===== src/rtl/chacha_keystream_xor.sv =====
// rtl/chacha_keystream_xor.sv - ChaCha feed-forward add and plaintext XOR stream stage.
// Optional macro KS_BYTE_SWAP_EN byte-reverses each keystream word before the XOR.
module chacha_keystream_xor #(
  parameter int NWORDS        = 16,
  parameter bit HOLD_ON_STALL = 1'b1
) (
  input  logic                    clk,
  input  logic                    rst_n,
  input  logic                    blockready,
  input  logic [3:0][3:0][31:0]   chachamatrixOUT,
  input  logic [3:0][3:0][31:0]   initstate,
  input  logic                    pt_valid,
  output logic                    pt_ready,
  input  logic [31:0]             pt_data,
  output logic                    ct_valid,
  input  logic                    ct_ready,
  output logic [31:0]             ct_data,
  output logic                    block_done,
  output logic                    overrun,
  output logic                    busy
);

  localparam int IDXW = $clog2(NWORDS) + 1;
  localparam logic [IDXW-1:0] LAST_IDX = IDXW'(NWORDS);

  typedef enum logic [1:0] {S_IDLE, S_ADD, S_STREAM, S_DONE} state_t;

  state_t                r_state;
  state_t                w_next;
  logic                  r_rst_q;
  logic                  w_rst_n;
  logic [3:0][3:0][31:0] r_mat;
  logic [31:0]           r_ks [NWORDS];
  logic [31:0]           w_ks_in [NWORDS];
  logic [IDXW-1:0]       r_idx;
  logic                  r_ct_valid;
  logic [31:0]           r_ct_data;
  logic                  r_overrun;
  logic                  w_all_loaded;
  logic                  w_pt_fire;
  logic                  w_ct_accept;

  // Assertion is immediate; release takes effect on the first edge after rst_n rises.
  always_ff @(posedge clk or negedge rst_n) begin
    if (!rst_n) r_rst_q <= 1'b0;
    else        r_rst_q <= 1'b1;
  end
  assign w_rst_n = r_rst_q;

  assign w_all_loaded = (r_idx == LAST_IDX);
  assign w_pt_fire    = pt_valid && pt_ready;
  assign w_ct_accept  = r_ct_valid && ct_ready;

  for (genvar g = 0; g < NWORDS; g++) begin : g_ks
    logic [31:0] w_sum;
    assign w_sum = r_mat[g/4][g%4] + initstate[g/4][g%4];
`ifdef KS_BYTE_SWAP_EN
    assign w_ks_in[g] = {w_sum[7:0], w_sum[15:8], w_sum[23:16], w_sum[31:24]};
`else
    assign w_ks_in[g] = w_sum;
`endif
  end

  always_ff @(posedge clk or negedge w_rst_n) begin
    if (!w_rst_n) r_state <= S_IDLE;
    else          r_state <= w_next;
  end

  always_comb begin
    w_next = r_state;
    case (r_state)
      S_IDLE:   if (blockready) w_next = S_ADD;
      S_ADD:    w_next = S_STREAM;
      S_STREAM: if (w_ct_accept && w_all_loaded) w_next = S_DONE;
      S_DONE:   w_next = S_IDLE;
      default:  w_next = S_IDLE;
    endcase
  end

  always_comb begin
    busy       = (r_state != S_IDLE);
    block_done = (r_state == S_DONE);
    pt_ready   = (r_state == S_STREAM) && !w_all_loaded && (!r_ct_valid || ct_ready);
  end

  // Keystream storage needs no reset: it is always rewritten in ADD before use.
  always_ff @(posedge clk) begin
    if (r_state == S_IDLE && blockready) r_mat <= chachamatrixOUT;
    if (r_state == S_ADD)                r_ks  <= w_ks_in;
  end

  always_ff @(posedge clk or negedge w_rst_n) begin
    if (!w_rst_n) begin
      r_idx      <= '0;
      r_ct_valid <= 1'b0;
      r_ct_data  <= '0;
      r_overrun  <= 1'b0;
    end else begin
      if (blockready && r_state != S_IDLE) r_overrun <= 1'b1;
      if (r_state == S_ADD)  r_idx <= '0;
      else if (w_pt_fire)    r_idx <= r_idx + 1'b1;
      if (w_pt_fire) begin
        r_ct_valid <= 1'b1;
        r_ct_data  <= pt_data ^ r_ks[r_idx[IDXW-2:0]];
      end else if (w_ct_accept) begin
        r_ct_valid <= 1'b0;
        if (!HOLD_ON_STALL) r_ct_data <= '0;
      end
    end
  end

  assign ct_valid = r_ct_valid;
  assign ct_data  = r_ct_data;
  assign overrun  = r_overrun;

endmodule


===== config.mk =====
export PLATFORM = sky130hd
export DESIGN_NAME = chacha_keystream_xor
export DESIGN_NICKNAME = d
export VERILOG_FILES = /design/src/rtl/chacha_keystream_xor.sv
export SDC_FILE = /design/constraint.sdc
export NUM_CORES = 2
export LEC_CHECK = 0
export ABC_CLOCK_PERIOD_IN_PS = 4800
export BUFFER_PORTS_ARGS = -buffer_cell sky130_fd_sc_hd__buf_4
export CORE_UTILIZATION = 30
export CTS_BUF_LIST = sky130_fd_sc_hd__clkbuf_8
export DETAILED_ROUTE_END_ITERATION = 8
export GPL_TIMING_DRIVEN = 1
export PLACE_DENSITY = 0.56
export SYNTH_ARGS = -nofsm -noshare
export SYNTH_HDL_FRONTEND = slang
export SYNTH_SLANG_ARGS = --single-unit

===== constraint.sdc =====
create_clock -name clk -period 4.8 [get_ports clk]
set_input_delay 1.2 -clock clk [delete_from_list [all_inputs] [get_ports clk]]
set_output_delay 1.2 -clock clk [all_outputs]
set_load 0.005 [all_outputs]

# [Yosys cells after proc, flatten, opt, wreduce, memory -nomap -nowiden]
# Cells that the tools add are included.
[totals] ff_bits=1066 wordCells=89 out_inout_bits=37
[classes] n_bitwise=2 n_eq_ne=6 mux=10 n_lt_le_gt_ge=1 n_addsub=17 reduce_logical=15
[op_table] op="$add 32x32->32" count=16
[op_table] op="$bmux 32 s4" count=1
[op_table] op="$mux 32" count=2
[op_table] op="$xor 32x32->32" count=1
[op_table] op="$mux 5" count=2
[op_table] op="$pmux 2 s4" count=1
[op_table] op="$logic_and 1x1->1" count=7
[op_table] op="$reduce_bool 2->1" count=3
[op_table] op="$add 5x1->5 const B" count=1
[op_table] op="$eq 5x5->1 const B" count=1
[op_table] op="$ge 5x5->1 const B" count=1
[op_table] op="$not 4->5" count=1
[op_table] op="$eq 2x2->1 const B" count=2
[op_table] op="$mux 2" count=2
[op_table] op="$ne 2x2->1 const B" count=2
[op_table] op="$eq 2x1->1 const B" count=1
[op_table] op="$logic_not 1->1" count=2
[op_table] op="$logic_not 2->1" count=1
[op_table] op="$mux 1" count=2
[op_table] op="$reduce_and 2->1" count=1
[op_table] op="$logic_or 1x1->1" count=1

# [Longest topological paths before layout]
[depth] depth_word=7 ltp_mapped=13 ltp_nobuf=11

# [Worst setup path after synthesis]
# Ideal clock, no wire load.
[synth_timing] path_type="input to register" start="input port blockready" end="register r_mat[0] (netlist bit), enable pin" arrival_ns=22.709 path_slack_ns=-19.326 cell_stages=2 t_required_ns=3.383 setup_time_ns=1.417 cell_sequence="inv_1 -> nor2_1"
[synth_via] elab_chain_cells=1
[synth_rtl] element="start, declared" line="9" source="input logic blockready,"
[synth_rtl] element="$logic_and 1x1->1" line="88" source="if (r_state == S_IDLE && blockready) r_mat <= chachamatrixOUT;"
[synth_rtl] element="end signal, assigned" line="88"
[synth_rtl] element="end, declared" line="32" source="logic [3:0][3:0][31:0] r_mat;"
# Every way passes these cells.
# A chain may end at the register's enable or synchronous reset.

# [Worst setup path after layout]
[layout_timing] start="register r_mat[416] (netlist bit)" end="register r_ks[92] (netlist bit), data pin"
[layout_via] elab_chain_cells=1
[layout_rtl] element="$add 32x32->32" line="56" source="assign w_sum = r_mat[g/4][g%4] + initstate[g/4][g%4];"
[layout_rtl] element="via g_ks[13].w_sum[28]" line="55" source="logic [31:0] w_sum;"
[layout_rtl] element="end signal, assigned" line="89" source="if (r_state == S_ADD) r_ks <= w_ks_in;"
[layout_rtl] element="end, declared" line="33" source="logic [31:0] r_ks [NWORDS];"
# The timed path passes the listed nets, and every way through them passes these cells.

==> flow_metrics.tcl <==
set metrics [dict create \
    vias 45371 \
    max_freq_ghz 0.257 \
    maxSlewViolCount 0 \
    ys_seq_elements 1066 \
    dieArea_mm2 0.202 \
    arrival_ps 4620 \
    slew_headroom_pct 44.8 \
    critPathLaunchType "register" \
    clock-skew-final_ps 46.1 \
    insertion_delay_ps 990 \
    cp_slowest_stage_delay_ps 540 \
    fin_nets 7516 \
    first_pass_iters 5 \
    rsz0062_at_grt "no" \
    clkTransAtPathRegs_ps 60 \
    die_w_um 450 \
    die_h_um 450 \
    gp_congestion 0.924 \
    drc 0 \
    total_power_mw 39.7 \
    io_buffers 1097 \
    clock_path_buffers 3 \
    critPathKind "register to register" \
    coreArea_mm2 0.198 \
    synth_top_cell_by_area "edfxtp_1" \
    fillers 19238 \
    crit_chain "ha_1 -> fa_1 -> a211o_1 -> a2111oi_4 -> o21ai_1 -> buf_4 -> a2111oi_2 -> o211ai_1 -> a31oi_1 -> o21ai_1 -> a21oi_1 -> xnor2_1" \
    cp.required_ps 5530 \
    power_per_cell_area_mw_per_mm2 521 \
    pin_count 1098 \
    setup_slack_ps 911 \
    vdd_ir_drop_max_v 0.000276 \
    finalCritPeriodShare_pct 81.0 \
    cts_tree "built" \
    syn_avg_cell_area_um2 12.9 \
    critPathCaptureType "register" \
    setup-violations-final 0 \
    postCtsSetupBuffers 0 \
    p_leak_nw 30.8 \
    ys_seq_area_share_pct 52.9 \
    grtUsageTotal_pct 23.6 \
    syn_area_mm2 0.0601 \
    async_flop_share_pct 3.94 \
    synth_cell_types 84 \
    synthTopCellsByArea "edfxtp_1 (51%), ha_1 (10%), mux4_2 (6.0%)" \
    synth_top_cell_area_share_pct 51.1 \
    cts.sinks 1066 \
    r2r_slack_ps 910 \
    avgViaCountPerCell 5.16 \
    ys.warnings.count 0 \
    rows 163 \
    initial_core_util_pct 30.3 \
    crit_slowest_cell "a2111oi_2" \
    fin_crit_ps 3890 \
    first_iter_violations 3161 \
    synth_fp_nets 6228 \
    placed_cells 8372 \
    synth_cells 4649 \
    tightest_slew_ps 827 \
    crit_top_cell "o21ai_1" \
    hold_viol_final 0 \
    grt_max_degree 112 \
    drt-total-wl_um 245000 \
    status "finished, final reports clean" \
    min_path_type "register to asynchronous set/reset pin" \
    cts-buffers-inserted 202 \
    fin_tns_setup_ps 0 \
    ant_nets 0 \
    critPathMaxFanout 3 \
    grt_antenna_before_repair 109 \
    synth_edf_count 1024 \
    overflow 0 \
    drive_gt1_share_pct 26.8 \
    synth_commonest_cells "edfxtp_1 (1,024), ha_1 (502), a21oi_1 (422)" \
    place_hpwl_um 202000 \
    yosys.cell_count.top_type "edfxtp_1" \
    htreeDepth 4 \
    area_growth_syn_to_layout_pct 26.7 \
    layout.cells.non_filler 8795 \
    pre_cts_slack_ps -23.8 \
    maxCapViolCount 0 \
    grt_pass1_vias 46856 \
    grt_pass1_wl_um 339000 \
    wire_per_inst_um 27.9 \
    synth_ff_type "edfxtp_1" \
    cts.root.buffer_cell "clkbuf_8" \
]
[worst max-delay path: cells and delay by family (launching register included)]
kind / cells / cell delay, ps
compound gates: 8 / 2340
xor+xnor: 1 / 80
fa+ha+maj: 2 / 640
buf+inv: 1 / 180
flops: 1 / 370
[flip-flops by register name, summed over array words and instances, names as in the netlist]
| register | flops |
|---|---|
| r_idx | 5 |
| r_ks | 512 |
| r_rst_q | 1 |
| ct_data | 32 |
| ct_valid | 1 |
| overrun | 1 |
| r_mat | 512 |
| r_state | 2 |
[where the power goes]
part	internal [mW]	switching [mW]	leakage, nW	total (mW)
Combinational	6.16	9.14	18.5	15.3
Sequential	14.2	1.24	10.1	15.4
Clock	4.65	4.35	2.20	9.00
[logic make-up (layout without fill, tap and decap cells)]
family | Yosys count | in the layout | synth area share (%)
buf+inv | 193 | 1649 | 1.21
mux | 163 | 163 | 6.04
flops | 1066 | 1066 | 52.9
xor+xnor | 508 | 508 | 7.40
other cells | 1 | 51 | 0.00624
compound gates | 1362 | 1362 | 14.8
fa+ha+maj | 518 | 518 | 11.0
simple gates | 838 | 838 | 6.71
[metrics by stage]
step | util, % | hold WS, ps | instance area, µm²
after floorplan | - | 451 | 60200
after global placement | 36.4 | 393 | 72100
after detailed placement | 36.4 | 411 | 72100
after CTS | 38.4 | 259 | 76100
after global routing | 38.4 | 286 | 76200
final | 38.4 | 356 | 76200
[path summary, 6_finish.rpt]
path / start / to / cells after the start
max in group asynchronous: r_rst_q$_DFF_PN0_ / r_idx[1]$_DFFE_PN0P_ / 1
min in group clk: chachamatrixOUT[294] / r_mat[294]$_DFFE_PP_ / 1
worst min register to register: r_rst_q$_DFF_PN0_ / overrun$_DFFE_PN0P_ / 1
worst max-delay path: r_mat[416]$_DFFE_PP_ / r_ks[92]$_DFFE_PP_ / 12
worst max register to register: r_mat[416]$_DFFE_PP_ / r_ks[92]$_DFFE_PP_ / 12
worst min-delay path: r_rst_q$_DFF_PN0_ / overrun$_DFFE_PN0P_ / 1
[repair_timing]
| item | 4_1_cts | 5_1_grt |
|---|---|---|
| gates resized for setup | 0 | 0 |
| hold buffers | 1 | 0 |
| endpoints found under the hold margin | 1 | 0 |
| setup endpoints to repair | 0 | 0 |
[per-layer routing]
layer / vias up / GRT usage [%] / part of all wire [%]
met3: 433 / 5.19 / 6.0
met2: 1701 / 42.9 / 52
li1: 20788 / - / -
met5: - / 0 / 0.16
met1: 22391 / 26.3 / 38
met4: 58 / 10.0 / 3.8
[cells in the final DEF, fill, tap and decap left out, types with 45 or more instances in the layout]
| cell type | count |
|---|---|
| buf_4 | 1150 |
| edfxtp_1 | 1024 |
| ha_1 | 501 |
| a21oi_1 | 422 |
| xnor2_1 | 354 |
| a21o_1 | 263 |
| nand2_1 | 250 |
| o21ai_0 | 224 |
| clkbuf_8 | 205 |
| nor2_1 | 184 |
| inv_1 | 164 |
| mux4_2 | 160 |
| xor2_1 | 154 |
| nand3_1 | 84 |
| o21bai_1 | 67 |
| and3_1 | 61 |
| o21a_1 | 57 |
| nor2b_1 | 57 |
| clkinv_1 | 54 |
| diode_2 | 50 |
| a31oi_1 | 46 |
| nor3_1 | 45 |
[area by class of cell]
class | instances | area, µm² | share of cell area, %
flip-flops and latches | 1066 | 31800 | 41.7
clock inverters | 167 | 1100 | 1.44
clock buffers | 205 | 2820 | 3.70
repair buffers | 1168 | 8980 | 11.8
multi-input cells | 3390 | 27600 | 36.3
diodes | 50 | 125 | 0.164
well taps | 2640 | 3300 | 4.33
inverters | 109 | 422 | 0.553
No activity file was read; power rests on OpenSTA's default activity.
